[src/rtl/uart_txd_arbiter_pkg.sv]
`default_nettype none
// ============================================================================
// Module      : uart_txd_arbiter_pkg
// Description : Shared definitions for the UART TX frame arbiter: FSM state
//               encoding, owner_o encodings, drop counter width and the
//               bit-period derivation helper.
// Ports       : none (package)
// Revision    : 1.0 - initial release
// ============================================================================
package uart_txd_arbiter_pkg;

    typedef enum logic [1:0] {
        ST_IDLE     = 2'd0,
        ST_OWN_DBG  = 2'd1,
        ST_OWN_UART = 2'd2
    } arb_state_t;

    localparam logic [1:0] OWNER_NONE = 2'b00;
    localparam logic [1:0] OWNER_DBG  = 2'b01;
    localparam logic [1:0] OWNER_UART = 2'b10;

    localparam int DROP_W = 8;

    // Clock cycles per serial bit; the clock is an integer multiple of the baud.
    function automatic int calc_bit_cyc(input int clk_hz, input int baud);
        return clk_hz / baud;
    endfunction

    // owner_o encoding of an FSM state.
    function automatic logic [1:0] owner_of(input arb_state_t st);
        logic [1:0] enc;
        case (st)
            ST_OWN_DBG:  enc = OWNER_DBG;
            ST_OWN_UART: enc = OWNER_UART;
            default:     enc = OWNER_NONE;
        endcase
        return enc;
    endfunction

endpackage
`default_nettype wire

[src/rtl/uart_txd_arbiter_frame_tracker.sv]
`default_nettype none
// ============================================================================
// Module      : uart_frame_tracker
// Description : Follows one idle-high serial line and reports where frames
//               begin. A start pulse is issued on a 1->0 transition while no
//               frame is in progress; the tracker then stays busy for one
//               frame window so data-bit falling edges are not mistaken for
//               start bits. A line still low at the end of the window keeps
//               the tracker busy until it returns high.
// Ports       : clk_w     - system clock
//               rst_sys_w - asynchronous active-high reset
//               rxd_i     - registered serial line (idle high)
//               start_o   - combinational start-of-frame pulse
//               busy_o    - a frame window is in progress
// Revision    : 1.0 - initial release
// ============================================================================
module uart_frame_tracker #(
    parameter int BIT_CYC    = 25,
    parameter int FRAME_BITS = 10
) (
    input  logic clk_w,
    input  logic rst_sys_w,
    input  logic rxd_i,
    output logic start_o,
    output logic busy_o
);

    localparam int FRAME_CYC = BIT_CYC * FRAME_BITS;
    localparam int CNT_W     = $clog2(FRAME_CYC) + 1;
    localparam logic [CNT_W-1:0] CNT_LAST = CNT_W'(FRAME_CYC - 1);

    logic             prev_q;
    logic             busy_q;
    logic             busy_d;
    logic [CNT_W-1:0] cnt_q;
    logic [CNT_W-1:0] cnt_d;

    // The start cycle itself is cycle 0 of the window, so the counter is
    // loaded with 1: the window then ends on the last stop-bit cycle and a
    // back-to-back start bit on the following cycle is still recognised.
    assign start_o = prev_q & ~rxd_i & ~busy_q;
    assign busy_o  = busy_q;

    always_comb begin
        busy_d = busy_q;
        cnt_d  = cnt_q;
        if (start_o) begin
            busy_d = 1'b1;
            cnt_d  = CNT_W'(1);
        end else if (busy_q) begin
            if (cnt_q != CNT_LAST) begin
                cnt_d = cnt_q + 1'b1;
            end else if (rxd_i) begin
                busy_d = 1'b0;
                cnt_d  = '0;
            end
        end
    end

    always_ff @(posedge clk_w or posedge rst_sys_w) begin
        if (rst_sys_w) begin
            prev_q <= 1'b1;
            busy_q <= 1'b0;
            cnt_q  <= '0;
        end else begin
            prev_q <= rxd_i;
            busy_q <= busy_d;
            cnt_q  <= cnt_d;
        end
    end

endmodule
`default_nettype wire

[src/rtl/uart_txd_arbiter.sv]
`default_nettype none
// ============================================================================
// Module      : uart_txd_arbiter
// Description : Frame-level arbiter merging the debug-bridge and console TX
//               streams onto one pin. The first source to begin a frame owns
//               the pin until its line has been idle for IDLE_BITS bit-times;
//               start bits from the other source during ownership are dropped
//               and counted. Pin-to-pin latency is exactly two clocks.
// Ports       : clk_w        - system clock
//               rst_sys_w    - asynchronous active-high reset
//               dbg_txd_i    - debug-bridge serial TX (idle high)
//               uart_txd_i   - console UART serial TX (idle high)
//               txd_o        - merged line to the pin (IOB flop)
//               owner_o      - 00 none, 01 dbg, 10 uart
//               drop_count_o - saturating count of dropped frames
// Revision    : 1.0 - initial release
// ============================================================================
module uart_txd_arbiter
    import uart_txd_arbiter_pkg::*;
#(
    parameter int CLK_HZ     = 25000000,
    parameter int BAUD       = 1000000,
    parameter int IDLE_BITS  = 12,
    parameter int FRAME_BITS = 10
) (
    input  logic              clk_w,
    input  logic              rst_sys_w,
    input  logic              dbg_txd_i,
    input  logic              uart_txd_i,
    output logic              txd_o,
    output logic [1:0]        owner_o,
    output logic [DROP_W-1:0] drop_count_o
);

    localparam int BIT_CYC  = calc_bit_cyc(CLK_HZ, BAUD);
    localparam int IDLE_CYC = IDLE_BITS * BIT_CYC;
    localparam int IDLE_W   = $clog2(IDLE_CYC);
    localparam logic [IDLE_W-1:0] IDLE_LAST = IDLE_W'(IDLE_CYC - 1);
    localparam logic [DROP_W-1:0] DROP_MAX  = '1;

    // ------------------------------------------------------------------
    // Input stage
    // ------------------------------------------------------------------
    logic dbg_q;
    logic uart_q;

    always_ff @(posedge clk_w or posedge rst_sys_w) begin
        if (rst_sys_w) begin
            dbg_q  <= 1'b1;
            uart_q <= 1'b1;
        end else begin
            dbg_q  <= dbg_txd_i;
            uart_q <= uart_txd_i;
        end
    end

    // ------------------------------------------------------------------
    // Frame trackers
    // ------------------------------------------------------------------
    logic dbg_start;
    logic dbg_busy;
    logic uart_start;
    logic uart_busy;

    uart_frame_tracker #(
        .BIT_CYC    (BIT_CYC),
        .FRAME_BITS (FRAME_BITS)
    ) u_dbg_trk (
        .clk_w     (clk_w),
        .rst_sys_w (rst_sys_w),
        .rxd_i     (dbg_q),
        .start_o   (dbg_start),
        .busy_o    (dbg_busy)
    );

    uart_frame_tracker #(
        .BIT_CYC    (BIT_CYC),
        .FRAME_BITS (FRAME_BITS)
    ) u_uart_trk (
        .clk_w     (clk_w),
        .rst_sys_w (rst_sys_w),
        .rxd_i     (uart_q),
        .start_o   (uart_start),
        .busy_o    (uart_busy)
    );

    // A source is only eligible at the start of a fresh frame; a source
    // that is mid-frame when the grant is released must wait for its next
    // start bit so a partial frame never reaches the pin.
    logic dbg_elig;
    logic uart_elig;

    assign dbg_elig  = dbg_start  & ~dbg_busy;
    assign uart_elig = uart_start & ~uart_busy;

    // ------------------------------------------------------------------
    // Arbitration FSM
    // ------------------------------------------------------------------
    arb_state_t        state_q;
    arb_state_t        state_d;
    logic [IDLE_W-1:0] idle_q;
    logic [IDLE_W-1:0] idle_d;
    logic              own_line;
    logic              drop_inc;

    assign own_line = (state_q == ST_OWN_DBG) ? dbg_q : uart_q;

    always_comb begin
        state_d  = state_q;
        idle_d   = idle_q;
        drop_inc = 1'b0;
        case (state_q)
            ST_IDLE: begin
                idle_d = '0;
                if (dbg_elig) begin
                    state_d  = ST_OWN_DBG;
                    // dbg wins a tie; the console frame is lost.
                    drop_inc = uart_elig;
                end else if (uart_elig) begin
                    state_d = ST_OWN_UART;
                end
            end
            ST_OWN_DBG, ST_OWN_UART: begin
                drop_inc = (state_q == ST_OWN_DBG) ? uart_elig : dbg_elig;
                // Idle time is measured on the owner line only; any low
                // cycle (start or data bit) restarts the measurement.
                if (!own_line) begin
                    idle_d = '0;
                end else if (idle_q == IDLE_LAST) begin
                    state_d = ST_IDLE;
                    idle_d  = '0;
                end else begin
                    idle_d = idle_q + 1'b1;
                end
            end
            default: begin
                state_d = ST_IDLE;
                idle_d  = '0;
            end
        endcase
    end

    // ------------------------------------------------------------------
    // Drop counter and output register
    // ------------------------------------------------------------------
    logic [DROP_W-1:0] drop_q;
    logic [DROP_W-1:0] drop_d;
    logic              txd_d;
    logic [1:0]        owner_q;

    (* IOB = "TRUE" *) logic txd_q;

    always_comb begin
        drop_d = drop_q;
        if (drop_inc && (drop_q != DROP_MAX)) begin
            drop_d = drop_q + 1'b1;
        end
    end

    // Muxing on the next state lets the granting start bit through with
    // no extra delay, keeping the pin-to-pin latency at two clocks.
    always_comb begin
        case (state_d)
            ST_OWN_DBG:  txd_d = dbg_q;
            ST_OWN_UART: txd_d = uart_q;
            default:     txd_d = 1'b1;
        endcase
    end

    always_ff @(posedge clk_w or posedge rst_sys_w) begin
        if (rst_sys_w) begin
            state_q <= ST_IDLE;
            idle_q  <= '0;
            drop_q  <= '0;
            txd_q   <= 1'b1;
            owner_q <= OWNER_NONE;
        end else begin
            state_q <= state_d;
            idle_q  <= idle_d;
            drop_q  <= drop_d;
            txd_q   <= txd_d;
            owner_q <= owner_of(state_d);
        end
    end

    assign txd_o        = txd_q;
    assign owner_o      = owner_q;
    assign drop_count_o = drop_q;

endmodule
`default_nettype wire

[config.mk]
export PLATFORM = sky130hd
export DESIGN_NAME = uart_txd_arbiter
export DESIGN_NICKNAME = d
export VERILOG_FILES = /design/src/rtl/uart_txd_arbiter_pkg.sv /design/src/rtl/uart_txd_arbiter_frame_tracker.sv /design/src/rtl/uart_txd_arbiter.sv
export SDC_FILE = /design/constraint.sdc
export NUM_CORES = 1
export LEC_CHECK = 0
export ABC_AREA = 1
export BUFFER_PORTS_ARGS = -buffer_cell sky130_fd_sc_hd__buf_4
export CAP_MARGIN = 20
export CORE_AREA = 2 2 94 96
export DETAILED_ROUTE_END_ITERATION = 16
export DIE_AREA = 0 0 96 98
export PLACE_DENSITY_LB_ADDON = 0.15
export SETUP_SLACK_MARGIN = 0.15
export SYNTH_ARGS = -nofsm -noshare
export SYNTH_HDL_FRONTEND = slang
export SYNTH_SLANG_ARGS = --single-unit
[constraint.sdc]
create_clock -name clk_w -period 1.8 [get_ports clk_w]
set_input_delay 0.09 -clock clk_w [delete_from_list [all_inputs] [get_ports clk_w]]
set_output_delay 0.09 -clock clk_w [all_outputs]
set_load 0.01 [all_outputs]
# After elaboration in Yosys (flattened, before gate mapping)
# Index checks and enable logic that the tools add are counted.
[totals]
register_bits = 46
inputBits = 4
wordCells = 74
[op_classes]
n_addsub = 4
eq_ne = 8
n_mux = 30
bitwise = 10
n_reduce_logical = 9
[op_table]
columns = ["cell", "n"]
rows = [
  ["$mux W9", 11],
  ["$add A9 B1 Y9 const B", 3],
  ["$ne A9 B8 Y1 const B", 2],
  ["$mux W1", 11],
  ["$eq A9 B9 Y1 const B", 1],
  ["$add A8 B1 Y8 const B", 1],
  ["$mux W2", 4],
  ["$ne A8 B8 Y1 const B", 1],
  ["$pmux W2 S2", 2],
  ["$and A1 B1 Y1", 6],
  ["$reduce_bool A3 Y1", 2],
  ["$eq A2 B1 Y1 const B", 2],
  ["$eq A2 B2 Y1 const B", 2],
  ["$not A1 Y1", 4],
  ["$pmux W1 S2", 2],
  ["$reduce_and A2 Y1", 2],
  ["$reduce_bool A2 Y1", 2],
  ["$logic_not A2 Y1", 1],
  ["$reduce_or A2 Y1", 1],
  ["$logic_and A1 B1 Y1", 1],
]

# Logic depth before layout (Yosys ltp)
# Gate-level depths: netlist of run 1.
[depth]
ltp_word = 9
ltp_mapped = 11

# Cells and area by module
# From an unflattened synthesis of run 1, not the netlist that was laid out.
[unflattened]
cells_unflattened = 368
area_unflattened_um2 = 2795.2
[modules_own_cells]
columns = ["mod", "n_inst", "cells_each", "area_each_um2"]
rows = [
  ["uart_frame_tracker", 2, 95, 701.9],
  ["uart_txd_arbiter", 1, 178, 1391.3],
]

# Worst setup path after synthesis of run 1
# Ideal clock, no wire load.
[synth_timing]
kind = "reg2reg"
from = "reg state_q[0]"
to = "reg txd_q, in the netlist txd_o"
setup_time_ns = 0.083
arrival_time_ns = 1.756
path_slack_ns = -0.040
stages_incl_launch_ff = 10
n_path_buf = 0
synth_period_minus_slack_ns = 1.840
path_cell_list = "dfrtp_1 -> ha_1 -> o21ai_0 -> nand3_1 -> nand2_1 -> nand2_1 -> nand2_1 -> inv_1 -> ha_1 -> a221o_1"
[synth_via]
elab_chain_cells = 6
[synth_rtl]
columns = ["item", "line_no", "text"]
rows = [
  ["start: declaration", "uart_txd_arbiter.sv:99", "arb_state_t state_q;"],
  ["start signal: assignment", "uart_txd_arbiter.sv:178", "state_q <= state_d;"],
  ["$eq A2 B1 Y1", "uart_txd_arbiter.sv:106, uart_txd_arbiter.sv:112", ""],
  ["$mux W1", "uart_txd_arbiter.sv:106", "assign own_line = (state_q == ST_OWN_DBG) ? dbg_q : uart_q;"],
  ["$mux W2", "uart_txd_arbiter.sv:127", "if (!own_line) begin"],
  ["$pmux W2 S2 (*)", "uart_txd_arbiter.sv:112", "case (state_q)"],
  ["net state_d[0]", "uart_txd_arbiter.sv:100", "arb_state_t state_d;"],
  ["$eq A2 B2 Y1 / $eq A2 B1 Y1 (equally long branches)", "uart_txd_arbiter.sv:163", "case (state_d)"],
  ["$pmux W1 S2 (*)", "uart_txd_arbiter.sv:163", ""],
  ["net txd_d", "uart_txd_arbiter.sv:148", "logic txd_d;"],
  ["end signal: assignment", "uart_txd_arbiter.sv:181", "txd_q <= txd_d;"],
  ["end: declaration", "uart_txd_arbiter.sv:151", "(* IOB = \"TRUE\" *) logic txd_q;"],
]
# Mark *: on every way through the listed nets, which the timed path passes. The rest lies on a longest branch.
# A chain may end at the register's enable or synchronous reset.

# Worst setup path after layout of run 1
[layout_timing]
from = "reg state_q[1]"
to = "reg txd_q, in the netlist txd_o"
# Same word-level chain as after synthesis.

==> results of run 1 <==
==> sequential cells by signal, indices dropped and copies added (netlist names) <==
name and flops:
state_q 2, owner_o 2, u_dbg_trk.prev_q 1, idle_q 9
u_uart_trk.busy_o 1, u_uart_trk.prev_q 1, u_dbg_trk.cnt_q 9, u_uart_trk.cnt_q 9
txd_o 1, u_dbg_trk.busy_o 1, uart_q 1, dbg_q 1
drop_count_o 8
==> cell families after synthesis <==
group | Yosys count | synth area share, %
adders and majority gates | 13 | 5.97
and+or+nand+nor | 202 | 34.7
DFF | 46 | 42.5
AOI/OAI and AO/OA | 27 | 5.88
buffers and inverters | 58 | 8.32
xor gates and xnor gates | 8 | 2.57
==> metrics by stage <==
stage	instance area [um2]	TNS [ns]	instances
after floorplan	2770	0	354
after global placement	3080	0	486
after detailed placement	3080	-0.00591	486
after CTS	3280	0	503
after global routing	3410	-0.0109	508
final	3410	0	508
==> worst paths after layout <==
path                                 endpoint  startpoint  slack (ns)
min in group clk_w           u_dbg_trk.prev_q       dbg_q        0.43
max in group asynchronous              uart_q   rst_sys_w        0.84
hold / removal             u_dbg_trk.cnt_q[4]   rst_sys_w        0.34
setup / recovery                        txd_o  state_q[1]        0.09
setup reg to reg                        txd_o  state_q[1]        0.09
hold reg to reg              u_dbg_trk.prev_q       dbg_q        0.43
==> cells in the final DEF, fill, tap and decap left out, types with 2 or more instances in the layout <==
master / synthesis / layout
sky130_fd_sc_hd__nand2_1: 105 / 90
sky130_fd_sc_hd__inv_1: 53 / 47
sky130_fd_sc_hd__dfrtp_1: 41 / 41
sky130_fd_sc_hd__buf_4: 0 / 35
sky130_fd_sc_hd__nand3_1: 34 / 33
sky130_fd_sc_hd__nor2_1: 29 / 28
sky130_fd_sc_hd__nand2_2: 2 / 15
sky130_fd_sc_hd__inv_2: 3 / 9
sky130_fd_sc_hd__xor2_1: 8 / 8
sky130_fd_sc_hd__nor3_1: 9 / 7
sky130_fd_sc_hd__o21ai_0: 9 / 7
sky130_fd_sc_hd__nand4_1: 6 / 6
sky130_fd_sc_hd__o21ai_1: 5 / 6
sky130_fd_sc_hd__ha_1: 13 / 6
sky130_fd_sc_hd__clkbuf_8: 0 / 6
sky130_fd_sc_hd__a21oi_1: 5 / 5
sky130_fd_sc_hd__nand3_2: 5 / 5
sky130_fd_sc_hd__ha_4: 0 / 5
sky130_fd_sc_hd__dfstp_2: 5 / 5
sky130_fd_sc_hd__nand2_4: 2 / 4
sky130_fd_sc_hd__nor2_2: 2 / 3
sky130_fd_sc_hd__nor2_4: 3 / 3
sky130_fd_sc_hd__dlygate4sd3_1: 0 / 3
sky130_fd_sc_hd__nand3_4: 1 / 2
sky130_fd_sc_hd__and3_1: 2 / 2
sky130_fd_sc_hd__o21bai_1: 2 / 2
sky130_fd_sc_hd__ha_2: 0 / 2
sky130_fd_sc_hd__buf_6: 1 / 2
==> worst max-delay path: stages (launching register included) <==
cell and delay (ns):
sky130_fd_sc_hd__dfrtp_1 0.37, sky130_fd_sc_hd__inv_2 0.07, sky130_fd_sc_hd__buf_6 0.12, sky130_fd_sc_hd__ha_4 0.29
sky130_fd_sc_hd__nand2_2 0.06, sky130_fd_sc_hd__inv_2 0.04, sky130_fd_sc_hd__nand2_1 0.04, sky130_fd_sc_hd__nand2_1 0.07
sky130_fd_sc_hd__nand2_2 0.07, sky130_fd_sc_hd__inv_2 0.08, sky130_fd_sc_hd__ha_4 0.19, sky130_fd_sc_hd__a221o_1 0.25
==> cell usage after synthesis <==
library cell	count	area (um2)
sky130_fd_sc_hd__o21ai_0	9	45.0
sky130_fd_sc_hd__nand2_2	2	12.5
sky130_fd_sc_hd__ha_1	13	163
sky130_fd_sc_hd__o211ai_1	1	7.51
sky130_fd_sc_hd__nand3b_1	1	7.51
sky130_fd_sc_hd__dfrtp_1	41	1030
sky130_fd_sc_hd__a221o_1	1	10.0
sky130_fd_sc_hd__xor2_1	8	70.1
sky130_fd_sc_hd__nand3_2	5	50.1
sky130_fd_sc_hd__o22ai_1	1	6.26
sky130_fd_sc_hd__a21oi_1	5	25.0
sky130_fd_sc_hd__nand2_4	2	22.5
sky130_fd_sc_hd__nand3_4	1	17.5
sky130_fd_sc_hd__nor2_4	3	33.8
sky130_fd_sc_hd__nor3_1	9	45.0
sky130_fd_sc_hd__o21a_1	1	7.51
sky130_fd_sc_hd__nand4_4	1	21.3
sky130_fd_sc_hd__nand4_1	6	37.5
sky130_fd_sc_hd__inv_2	3	11.3
sky130_fd_sc_hd__buf_2	1	5.00
sky130_fd_sc_hd__inv_1	53	199
sky130_fd_sc_hd__o21ai_1	5	25.0
sky130_fd_sc_hd__nand3_1	34	170
sky130_fd_sc_hd__nor2_2	2	12.5
sky130_fd_sc_hd__dfstp_2	5	131
sky130_fd_sc_hd__buf_6	1	11.3
sky130_fd_sc_hd__nand2_1	105	394
sky130_fd_sc_hd__o21bai_2	1	11.3
sky130_fd_sc_hd__nor2_1	29	109
sky130_fd_sc_hd__o21bai_1	2	15.0
sky130_fd_sc_hd__a21o_1	1	7.51
sky130_fd_sc_hd__and3_1	2	12.5
==> layout make-up <==
type / instances / area share (%)
inverter: 56 / 6.17
clock buffer: 7 / 2.53
sequential: 46 / 34.0
tap: 108 / 3.97
clock inverter: 1 / 0.147
multi-input combinational: 250 / 43.9
timing repair buffer: 40 / 9.26
==> report_power, final <==
part           internal [mW]  switching [mW]
clock network          0.311           0.355
registers               1.26           0.270
logic                  0.524           0.616
==> layer usage <==
layer	global-route usage, %	vias up	share of wire [%]
li1	-	1205	-
met1	19.2	1038	50
met2	20.9	29	46
met3	3.16	5	2.7
met4	4.62	0	1.2
met5	0	-	0
==> what timing repair did <==
action	in CTS	in global routing
resized for setup	9	25
endpoints found under the hold margin	19	0
endpoints found under the setup margin	2	11
pin swaps	6	13
setup buffers	6	5
hold buffers	3	0
==> impl_summary.md, run 1 <==
STA
Setup repair after global routing could not meet its margin everywhere. The number of hold-slack violations in the final timing report is 0. The clock period minus final worst setup slack is 1.71 ns. Setup violations remaining at the end of the flow were counted as 0. Setup slack on the critical path of the routed design comes to 0.0884 ns.

For the pin with the worst max-slew slack, the measured transition is 0.424 ns. The fraction of the cycle the final worst path needs is 95.1%. Headroom to the max-slew limit came out at 71.7%. The timing-limited maximum frequency is 584 MHz. The final max-slew violation count was 0. The worst setup skew after layout is 0.00535 ns. On the final layout, the worst hold slack is 0.344 ns.

Global routing
The global-route total usage across every layer is 13.7%. Entering global routing, the biggest net connects 21 pins. The via count of the first global-routing pass is 2160. For this run the aggregate overflow at the end of global routing stands at 0. The initial antenna violation count is 0.

The global-route wire length before repair is 10200 um.

Die
The number of placement rows is 34. The die span in x is 96 um. The number of placed I/O pins is 15. The floorplan step defined a core boundary enclosing 8470 um2.

The effective utilization at floorplan is 32.2%. The die area is 9410 um2. In this run the vertical extent of the chip is 98 um.

Final layout
The layout has 842 filler cells. Relative to the synthesized area, the layout overhead comes to 25.1%. Summing all flip-flop and latch instances after layout gives 1160 um2. The multi-input logic area is 1500 um2.

The proportion of layout cells with a drive suffix above 1 is 25.5%. 0 antenna diodes ended up in the layout. The final core area utilization is 40.2%. The net count of the finished layout is 416.

Setup path
STA puts the critical path data arrival time at 1.95 ns. STA puts the critical path data required time at 2.03 ns. The worst setup path is captured at a flop. The highest fanout seen on the critical path is 5. For the worst flop-to-flop path, the logic depth is 11. The worst setup path is launched from a flop. The worst setup path is of the flop to flop kind.

Power
For this design the static power due to leakage is 1.74 nW. The power after layout is 3.34 mW. The power density relative to cell area is 980 nW/um2. The worst-case IR drop observed on VDD is 371 uV.

Placement
Once detailed placement completed, the half-perimeter wirelength came to 4160 um. The placer's final routability congestion estimate is 0.758. During placement, the flow inserted port buffers numbering 14.

The worst slack at placement is -0.00591 ns.

Clocking
The total clock sinks is 46. The H-tree was split into 2 levels. TritonCTS created 5 clock buffers. Counting along the longest clock path gives a buffer depth of 2. The clock tree from TritonCTS is done. The clock transition at the register clock pins on the worst setup and hold paths after CTS is 0.09 ns. CTS placed an instance of sky130_fd_sc_hd__clkbuf_8 at the clock tree root. The insertion delay to the later sink of the worst-skew pair is 0.30 ns.

Synthesis
For this run, the number of Yosys warnings is 0. For this run, the register share of the synthesized area comes to 42.5%. The distinct cell type count after synthesis is 32. Synthesis produced a netlist with a net count of 371.

The cell area that synthesis handed to floorplanning was 2720 um2. The post-synthesis average cell area is 7.69 um2. After synthesis the netlist holds a flip-flop and latch count of 46. The gate count after technology mapping is 354.

Flow run
The number of maximum-capacitance violations is 0.

Route
The routed layout has 2277 vias. The final wirelength is 5850 um. In the routed layout, each cell is associated on average with a via count of 4.48.

In the routed design, unresolved DRC markers number 0. After the first detailed-routing iteration, the DRC count stood at 115. In the final routed layout, each cell accounts on average for 11.5 um.

The remaining antenna violation count after routing is 0. The number of detailed-route iterations in the first pass is 4.

Outcome
The flow ran to the end, and the final reports show no timing, DRC or antenna violations.

Min path
The worst hold path belongs to the class primary input to asynchronous set/reset pin.
Note: power is estimated with default switching activity, not from simulation.
==> run 2, diff against run 1 <==
SETUP_SLACK_MARGIN = 0.1   (was 0.15)
==> impl_summary.md, run 2 (synthesized netlist as in run 1, its figures left out) <==
Outcome
The run finished with clean final reports.

Clocking
Counting the buffers created by CTS gives 5. Counting every sink on the clock net gives 46. The maximum level of the CTS H-tree is 2. TritonCTS built the clock tree. The clock transition at the register clock pins on the worst setup and hold paths after CTS is 0.10 ns.

The clock tree root driver cell is sky130_fd_sc_hd__clkbuf_8. The maximum clock path buffer count is 2. For the worst-skew pair, the clock arrives at the later sink with an insertion delay of 0.31 ns.

Route
Dividing the detail-routed via count by the number of cells gives 4.53. Detailed routing inserted a total of 2304 vias. The final routed DRC violation total is 0. The number of detailed-route iterations in the first pass is 4.

Wires add up to 5690 um. Dividing the detail-routed wire length by the instance count gives 11.2 um. The remaining antenna violation count after routing is 0.

The number of DRC markers after the initial detailed-route iteration is 85.

Global routing
The initial antenna violation count is 0. Global routing used 13.2% of the available tracks across all layers. The first global-routing pass estimated 10000 um of wire. The via count of the first global-routing pass is 2152. The residual overflow from global routing is 0. Entering global routing, the biggest net connects 26 pins.

Power
Dividing total power by cell area gives a power density of 1050 nW/um2. The switching part of the total power is 34.0%. The internal power of the cells totals 2.37 mW. The analysis attributes to net switching a power of 1.22 mW. The combinational share of power is 31.0%. The portion of total power attributed to the clock network is 26.6%. The worst ir drop on vdd is 513 uV. For this design the static power due to leakage is 1.77 nW. The sequential fraction of design power is 42.4%.

Final layout
The multi-input logic area is 1440 um2. Leaving out fill and tap cells, the most frequent cells in the layout are sky130_fd_sc_hd__nand2_1 (102), sky130_fd_sc_hd__inv_1 (47), sky130_fd_sc_hd__dfrtp_1 (40). The net total in the final layout is 417.

Leaving out fill and tap cells, the most frequent cell in the layout is sky130_fd_sc_hd__nand2_1. Once layout is done, the placed cells without fillers occupy 3420 um2. The layout filler cell count is 849. The repair_antennas step left the layout with diodes totalling 0. The area occupied by registers is 1160 um2.

For this run, the share of the core covered by cells in the final layout is 40.4%. The area growth from synthesis to layout is 25.6%. The proportion of layout cells with a drive suffix above 1 is 22.7%. The largest registers in the layout are idle_q (9), u_dbg_trk.cnt_q (9), u_uart_trk.cnt_q (9).

Setup path
The logic depth of the worst register-to-register path is 11. Following the worst setup path forward leads to its endpoint at txd_o. The critical path goes through inv_2, ha_4, nand2_4, o21ai_4, nand3_2, nand2_1, nand2_1, nand2_2, buf_6, ha_4, a221o_1. The worst setup path is captured at a flop. The setup slack on the worst flop-to-flop path is 0.04 ns. The worst setup path is of the flop to flop kind. In this run the worst setup path begins at state_q[1]. Together, buffers and inverters on the worst path number 2. For the worst setup path, the data arrival time is 1.99 ns. The critical path startpoint category is a flop. Along the worst path, the maximum fanout reaches 3. The critical path crosses 11 cells after its start point. The required time of the worst setup path is 2.03 ns.

The largest single stage delay on the critical path is 0.40 ns. The startpoint of the worst-slack reg-to-reg timing path is state_q[1]. On the critical path, the stage with the largest delay is an instance of sky130_fd_sc_hd__dfrtp_1.

The end of the worst register-to-register path is txd_o. The cell family with the largest share of critical-path delay is flip-flops.

Die
The height of the chip is 98 um. The number of placed I/O pins is 15. The number of placement rows is 34. The die is 96 um wide. The core region is 8470 um2. The die area is 9410 um2. The effective utilization at floorplan is 32.2%.

Flow run
The number of maximum-capacitance violations is 0.

STA
The clock arrives with 0.0117 ns of skew. The number of hold-slack violations in the final timing report was 0. The final max-slew violation count is 0. The final-report setup violation count is 0. The tightest hold margin is 0.375 ns.

The fraction of the cycle the final worst path needs is 97.8%. Timing would allow up to 568 MHz. The clock period minus final worst setup slack is 1.76 ns.

Headroom to the max-slew limit came out at 66.6%. The slew at the pin closest to its max-slew limit is 0.500 ns. Setup total negative slack on the finished layout was measured at 0 ns. In the post-route analysis, the smallest setup slack over all paths is 0.0393 ns. Setup repair after global routing could not meet its margin everywhere.

Min path
The worst hold path class is primary input to asynchronous set/reset pin.

Placement
Before CTS, the worst setup slack after placement is -0.0341 ns. The placer's final routability congestion estimate is 0.772. Detailed placement ended at an HPWL of 3990 um. In this run the tool buffered the top-level ports with 14 buffer cells. The placement-stage cell area is 3080 um2.
-- run 2: final cells by class --
type                       instances  share of cell area [%]
clock buffer                       6                    2.42
clock inverter                     2                    1.76
inverter                          56                    6.22
multi-input combinational        250                    42.1
sequential                        46                    33.9
tap                              108                    3.95
timing repair buffer              41                    9.70
-- run 2: per-layer routing --
metal / wire, um / GRT usage, % / up-vias
met2: 2590 / 20.1 / 22
met3: 140 / 2.85 / 6
met5: 0 / 0 / -
li1: - / - / 1208
met1: 2890 / 19.0 / 1068
met4: 70 / 3.63 / 0
-- run 2: timing repair --
| action | 4_1_cts | 5_1_grt |
|---|---|---|
| pin swaps | 7 | 5 |
| setup buffers | 9 | 3 |
| hold endpoints to repair | 21 | 0 |
| resized for setup | 15 | 6 |
| setup endpoints to repair | 1 | 11 |
| hold buffers | 3 | 0 |
-- run 2: worst min-delay path by stage --
stage | depth (start not counted) | startpoint | end
after global placement | 2 | rst_sys_w | idle_q[6]
after CTS | 3 | rst_sys_w | u_dbg_trk.cnt_q[4]
after detailed placement | 2 | rst_sys_w | idle_q[6]
after global routing | 3 | rst_sys_w | u_dbg_trk.cnt_q[4]
after floorplan | 0 | dbg_txd_i | dbg_q
final | 3 | rst_sys_w | u_dbg_trk.cnt_q[4]
-- run 2: metrics by stage --
step | total power [mW] | instances
floorplan | 2.27 | 354
CTS | 3.61 | 506
finish | 3.59 | 509
detailed placement | 2.55 | 486
global route | 3.90 | 509
global placement | 2.53 | 486
-- run 2: tightest hold or removal path: cells and delay by family --
kind                   cells  cell delay, ns
buffers and inverters      3            1.04
-- run 2: power by group through the flow --
stage | Clock, mW | Sequential, mW | Combinational [mW]
2_1_floorplan | 0 | 1.50 | 0.771
3_3_place_gp | 0 | 1.54 | 0.987
3_5_place_dp | 0 | 1.54 | 1.01
4_1_cts | 0.986 | 1.52 | 1.10
5_1_grt | 1.04 | 1.56 | 1.30
6_report | 0.955 | 1.52 | 1.11
